File: src/rtl/clkgen_pkg.sv
// Shared types and helpers for the multiphase clock generator.
// Latency: n/a (types, constants and width helpers only).
// Backpressure: n/a.
package clkgen_pkg;

  typedef enum logic [1:0] {
    IDLE  = 2'd0,
    PULSE = 2'd1,
    GAP   = 2'd2
  } clkState_e;

  // O_S comes out of reset high so the first pulse drives it low.
  localparam logic OS_RESET = 1'b1;

  // Counter width: large enough to hold the longer of pulse and gap length.
  function automatic int cntWidth(input int pulseW, input int gapW);
    int longest;
    longest = (pulseW > gapW) ? pulseW : gapW;
    return $clog2(longest + 1);
  endfunction

  // Phase index width; never below one bit.
  function automatic int idxWidth(input int phases);
    return (phases > 1) ? $clog2(phases) : 1;
  endfunction

endpackage

File: src/rtl/clkgen_counter.sv
// Loadable down-counter with terminal-count flag; times both pulse and gap.
// Latency: load takes effect on the next edge; tc is combinational from the count.
// Backpressure: none; counts down every cycle until it reaches zero and holds there.
module clkgen_counter #(
  parameter int WIDTH = 1
) (
  input  logic             clk,
  input  logic             rstN,
  input  logic             load,
  input  logic [WIDTH-1:0] loadVal,
  output logic             tc
);

  logic [WIDTH-1:0] count;

  // Load on request, otherwise count down and park at zero.
  always_ff @(posedge clk or negedge rstN) begin
    if (!rstN) begin
      count <= '0;
    end else if (load) begin
      count <= loadVal;
    end else if (count != '0) begin
      count <= count - WIDTH'(1);
    end
  end

  assign tc = (count == '0);

endmodule

File: src/rtl/multiphase_clock_gen.sv
// Generates PHASES non-overlapping, phase-ordered enables with programmable width and dead time.
// Latency: EN sampled high in IDLE gives PH[0]/SYNC/RUNNING from that same edge (1 cycle).
// Backpressure: none; a stop request drains the current period to its final gap cycle.
// Optional single-period STEP input is enabled by defining CLKGEN_STEP_EN.
module multiphase_clock_gen
  import clkgen_pkg::*;
#(
  parameter int PHASES  = 2,
  parameter int PHASE_W = 1,
  parameter int GAP_W   = 1
) (
  input  logic              CLK,
  input  logic              RST,
`ifdef CLKGEN_STEP_EN
  input  logic              STEP,
`endif
  input  logic              EN,
  output logic [PHASES-1:0] PH,
  output logic              O_S,
  output logic              SYNC,
  output logic              RUNNING
);

  localparam int CNT_W = cntWidth(PHASE_W, GAP_W);
  localparam int IDX_W = idxWidth(PHASES);
  localparam logic [CNT_W-1:0]  PULSE_LOAD = CNT_W'(PHASE_W - 1);
  localparam logic [CNT_W-1:0]  GAP_LOAD   = CNT_W'(GAP_W - 1);
  localparam logic [IDX_W-1:0]  LAST_IDX   = IDX_W'(PHASES - 1);
  localparam logic [PHASES-1:0] PH_ONE     = PHASES'(1);

  if (PHASES < 2) begin : gBadPhases
    $error("multiphase_clock_gen: PHASES must be at least 2");
  end
  if (PHASE_W < 1) begin : gBadPulse
    $error("multiphase_clock_gen: PHASE_W must be at least 1");
  end
  if (GAP_W < 1) begin : gBadGap
    $error("multiphase_clock_gen: GAP_W must be at least 1");
  end

  clkState_e         state;
  clkState_e         nextState;
  logic [IDX_W-1:0]  idx;
  logic [IDX_W-1:0]  nextIdx;
  logic              cntLoad;
  logic [CNT_W-1:0]  cntLoadVal;
  logic              cntTc;
  logic              startReq;
  logic              pulseEntry;
  logic [PHASES-1:0] phNext;

  // STEP only matters in IDLE; EN alone decides whether to continue at a boundary,
  // so a STEP-started run naturally ends after one period unless EN rises.
`ifdef CLKGEN_STEP_EN
  assign startReq = EN | STEP;
`else
  assign startReq = EN;
`endif

  clkgen_counter #(
    .WIDTH (CNT_W)
  ) uCounter (
    .clk     (CLK),
    .rstN    (RST),
    .load    (cntLoad),
    .loadVal (cntLoadVal),
    .tc      (cntTc)
  );

  // State and phase-index registers.
  always_ff @(posedge CLK or negedge RST) begin
    if (!RST) begin
      state <= IDLE;
      idx   <= '0;
    end else begin
      state <= nextState;
      idx   <= nextIdx;
    end
  end

  // Next-state, phase advance and counter reload; the period boundary is the
  // last gap cycle of the last phase, the only place EN is looked at once running.
  always_comb begin
    nextState  = state;
    nextIdx    = idx;
    cntLoad    = 1'b0;
    cntLoadVal = PULSE_LOAD;
    case (state)
      IDLE: begin
        if (startReq) begin
          nextState  = PULSE;
          nextIdx    = '0;
          cntLoad    = 1'b1;
          cntLoadVal = PULSE_LOAD;
        end
      end
      PULSE: begin
        if (cntTc) begin
          nextState  = GAP;
          cntLoad    = 1'b1;
          cntLoadVal = GAP_LOAD;
        end
      end
      GAP: begin
        if (cntTc) begin
          if (idx == LAST_IDX) begin
            nextIdx = '0;
            if (EN) begin
              nextState  = PULSE;
              cntLoad    = 1'b1;
              cntLoadVal = PULSE_LOAD;
            end else begin
              nextState = IDLE;
            end
          end else begin
            nextState  = PULSE;
            nextIdx    = idx + IDX_W'(1);
            cntLoad    = 1'b1;
            cntLoadVal = PULSE_LOAD;
          end
        end
      end
      default: begin
        nextState = IDLE;
        nextIdx   = '0;
      end
    endcase

    // Gap is at least one cycle, so every PULSE entry is the start of a new phase pulse.
    pulseEntry = (nextState == PULSE) && (state != PULSE);
    phNext     = (nextState == PULSE) ? (PH_ONE << nextIdx) : '0;
  end

  // Outputs registered from next-state so they line up with the state they describe.
  always_ff @(posedge CLK or negedge RST) begin
    if (!RST) begin
      PH      <= '0;
      O_S     <= OS_RESET;
      SYNC    <= 1'b0;
      RUNNING <= 1'b0;
    end else begin
      PH      <= phNext;
      SYNC    <= pulseEntry && (nextIdx == '0);
      RUNNING <= (nextState != IDLE);
      if (pulseEntry) begin
        O_S <= ~O_S;
      end
    end
  end

endmodule

File: config.mk
export PLATFORM = sky130hd
export DESIGN_NAME = multiphase_clock_gen
export DESIGN_NICKNAME = d
export VERILOG_FILES = /design/src/rtl/clkgen_pkg.sv /design/src/rtl/clkgen_counter.sv /design/src/rtl/multiphase_clock_gen.sv
export SDC_FILE = /design/constraint.sdc
export NUM_CORES = 1
export LEC_CHECK = 0
export CELL_PAD_IN_SITES_DETAIL_PLACEMENT = 1
export CELL_PAD_IN_SITES_GLOBAL_PLACEMENT = 1
export CORE_AREA = 8 8 45 47
export DETAILED_ROUTE_END_ITERATION = 7
export DIE_AREA = 0 0 53 55
export GPL_TIMING_DRIVEN = 0
export HOLD_SLACK_MARGIN = 0.06
export PLACE_DENSITY = 0.51
export SYNTH_ARGS = -nofsm -noshare
export SYNTH_HDL_FRONTEND = slang
export SYNTH_SLANG_ARGS = --single-unit
File: constraint.sdc
create_clock -name CLK -period 1.1 [get_ports CLK]
set_input_delay 0.22 -clock CLK [delete_from_list [all_inputs] [get_ports CLK]]
set_output_delay 0.22 -clock CLK [all_outputs]
set_load 0.03 [all_outputs]
### Word level (Yosys, flattened, before mapping)

Cells that the tools add are included.

* bits in registers: 9
* input bits: 3
* output and inout bits: 5

* add/sub/neg operators: 2
* equal/unequal tests: 4
* shift operators: 1
* mux-type cells: 18
* bitwise gates (word level): 2
* reductions and logical operators: 4

Operators with widths (count)
* two-way mux 1 bit: 10
* two-way mux 2 bit: 5
* one-hot mux 1 bit (3 select lines): 2
* one-hot mux 2 bit (3 select lines): 1
* == test 2 x 1 -> 1 bit, second input constant: 2
* == test 2 bit, second input constant: 1
* logical AND 1 bit: 2
* zero test 2 bit: 1
* inequality test 2 x 1 -> 1 bit, second input constant: 1
* NOT 1 bit: 2
* nonzero test 2 bit: 1
* << shifter 1 x 1 -> 2 bit, first input constant: 1
* adder 1 bit, second input constant: 1
* subtractor 1 bit, second input constant: 1

### Logic depth before layout (Yosys ltp)

* depth in word-level cells: 7
* depth in mapped cells: 3
* gate-level depth less buffers: 3

### Modules after synthesis

From an unflattened synthesis, not the netlist that was laid out.

* cell total of the unflattened synthesis: 43
* area total of the unflattened synthesis: 442.9 sq um

Modules (own cells, without submodules)
* multiphase_clock_gen: times used 1, cells each 40, area an instance 407.9 sq um
* clkgen_counter: times used 1, cells each 3, area an instance 35.0 sq um

### Least setup slack after synthesis

OpenSTA, ideal clock, no wires.

* path kind: register to register
* start: register state[1]
* end: register RUNNING
* arrival time: 0.747 ns
* required time: 0.968 ns
* slack: 0.221 ns
* stages on the path, launching flop included: 4
* path buffers: 0
* cell sequence: dfrtp_1 -> nor2b_4 -> o21ai_2 -> o21ai_0

* longest elaborated chain between the ends: 3
* elaborated cells between the ends (all ways): 8

RTL lines
* from (decl): RTL line multiphase_clock_gen.sv:41 `clkState_e state;`
* from (signal assigned): RTL line multiphase_clock_gen.sv:76 `state <= nextState;`
* == test 2 bit (tied with other cells): RTL line multiphase_clock_gen.sv:88 `case (state)`
* one-hot mux 2 bit (3 select lines) *: RTL line multiphase_clock_gen.sv:88
* nonzero test 2 bit *: RTL line multiphase_clock_gen.sv:144 `RUNNING <= (nextState != IDLE);`
* to (signal assigned): RTL line multiphase_clock_gen.sv:144
* to (decl): RTL line multiphase_clock_gen.sv:21 `output logic RUNNING`

Mark *: on every way between the ends. The rest lies on a longest branch, timed or not.
A chain may end at the register's enable or synchronous reset.

### Worst setup path in the final report

* start: register O_S
* end: output O_S

RTL lines
* from (decl): RTL line multiphase_clock_gen.sv:19 `output logic O_S,`
* from (signal assigned): RTL line multiphase_clock_gen.sv:146 `O_S <= ~O_S;`

No word-level cell between the ends.

==> flow_summary.json <==
{
  "status": "finished, violations left",
  "violations": "negative setup slack",
  "worst_pin_slew_ns": 0.353,
  "nets": 38,
  "ios": 8,
  "die_h_um": 55,
  "antenna_cells_inserted": 0,
  "tns_ns": -0.0344,
  "synth-seq-area-share_pct": 70.3,
  "skew_ns": 0.00843,
  "netlist-cell-type-count": 13,
  "final_common_cell": "dfrtp_1",
  "post-dp-hpwl_um": 429,
  "min_path_type": "in2async",
  "crit_chain": "buf_6",
  "ir_drop_mv": 0.685,
  "start_util_pct": 20.7,
  "path_clk_slew_ns": 0.06,
  "drc": 0,
  "p_leak_nw": 0.206,
  "cts_sinks": 8,
  "r2r_cells": 3,
  "final_cell_mix": "dfrtp_1 (7), buf_2 (4), clkbuf_4 (3)",
  "rows": 14,
  "cp-end-kind": "output pin",
  "synth.avg_cell_area_um2": 13.6,
  "avgRoutedWirePerCell_um": 12.0,
  "gp_congestion": 0.690,
  "cp_max_fo": 2,
  "num_vias": 207,
  "synth_cells": 21,
  "cpPeakStageDelay_ns": 0.53,
  "grt-ovfl-total": 0,
  "antenna_found_initial": 0,
  "slowest_stage": "dfstp_2",
  "netlist_area_um2": 287,
  "post-route-period-util_pct": 103,
  "htreeDepth": 1,
  "die_w_um": 53,
  "finalCriticalPeriod_ns": 1.13,
  "avgViaCountPerCell": 4.14,
  "insertion_delay_ns": 0.26,
  "layout_setup_ws_ns": -0.0344,
  "syn2layout_area_growth_pct": 39.3,
  "port_buffers": 7,
  "ys_ff_latch": 8,
  "drive_gt1_share_pct": 41.2,
  "syn_nets": 24,
  "fmax_ghz": 0.881,
  "cts_tree": "built",
  "r2r-start": "state[1]",
  "slew_headroom_pct": 76.4,
  "fin_hold_ws_ns": 0.230,
  "power_density_nw_per_um2": 3280,
  "pre_cts_ws_ns": -0.311,
  "finalSetupViolCount": 1,
  "grt_pass1_vias": 224,
  "die_area_um2": 2920,
  "cts_root_buf": "clkbuf_4",
  "cp-start-kind": "register",
  "worstPathBufferInverterCount": 1,
  "maxCapViolCount": 0,
  "ant_nets": 0,
  "cp.required_ns": 0.88,
  "routed_wl_um": 598,
  "path_class": "reg2out",
  "grt_max_degree": 9,
  "core_area_um2": 1380,
  "final_hold_viol_count": 0,
  "maxSlewViolCount": 0,
  "dr.pass1.iters": 2,
  "track_usage_pct": 5.66,
  "drtIter0Drc": 2,
  "arrival_ns": 0.91,
  "r2r-end": "RUNNING",
  "yosysWarnings": 0,
  "critical-path-top-delay-family": "flip-flops",
  "cts.path.max_buffers": 2,
  "r2r_slack_ns": 0.14,
  "grt_pass1_wl_um": 986,
  "fin_util_pct": 28.8,
  "rsz0062_at_grt": "true",
  "cts_made_buffers": 3
}
==> layout make-up <==
type | count | area, um^2
fill | 161 | 985
sequential | 8 | 201
multi-input combinational | 11 | 77.6
timing repair buffer | 9 | 66.3
clock buffer | 4 | 26.3
tap | 16 | 20.0
inverter | 2 | 7.51
==> cell families after synthesis <==
logic type | Yosys count | share of synthesized area (%)
xor+xnor | 1 | 3.06
buf+inv | 2 | 2.62
simple gates | 6 | 14.8
compound gates | 4 | 9.17
flops | 8 | 70.3
==> per-stage QoR <==
step / std cells / instance area, um^2 / power [mW]
global placement: 44 / 377 / 1.06
floorplan: 21 / 287 / 0.857
detailed placement: 44 / 377 / 1.08
global route: 50 / 399 / 1.41
finish: 50 / 399 / 1.31
CTS: 49 / 392 / 1.31
==> report_power, final <==
part           total [mW]  internal, mW  switching [mW]  leakage (nW)
sequential          0.513         0.435          0.0776        0.0991
clock               0.246         0.139           0.107        0.0150
combinational       0.550         0.235           0.315        0.0917
==> worst max-delay path by stage <==
stage               startpoint  cells after the start  slack (ns)  endpoint
detailed placement         O_S                      1       -0.31       O_S
global placement           O_S                      1       -0.31       O_S
global route               O_S                      1       -0.07       O_S
finish                     O_S                      1       -0.03       O_S
CTS                        O_S                      1       -0.04       O_S
floorplan             state[1]                      3        0.22   RUNNING
==> cell usage after synthesis <==
library cell	count	share of area, %
nand2b_1	1	2.2
and3_1	2	4.4
dfstp_2	1	9.2
a21o_1	1	2.6
xnor2_1	1	3.1
inv_1	2	2.6
nor2_1	1	1.3
nor2_2	1	2.2
o21ai_0	1	1.7
nor2b_4	1	4.8
dfrtp_1	7	61
o21ai_2	1	3.1
a21oi_1	1	1.7
==> routing by layer <==
layer	track usage, %	vias up	wire length [um]
met5	0	-	0
met4	9.05	0	44
met3	4.55	4	92
met2	7.81	8	265
met1	3.86	102	196
li1	-	93	-
==> registers in the layout, summed over array words and instances (netlist names) <==
name     count
PH           2
idx          1
state        2
O_S          1
SYNC         1
RUNNING      1
==> what timing repair did <==
action | CTS | global route
resized for setup | 27 | 0
cloned | 0 | 0
setup buffers | 1 | 1
hold buffers | 0 | 0
endpoints found under the hold margin | 0 | 0
setup endpoints to repair | 5 | 1
pin swaps | 0 | 0
Note: power is estimated with default switching activity, not from simulation.
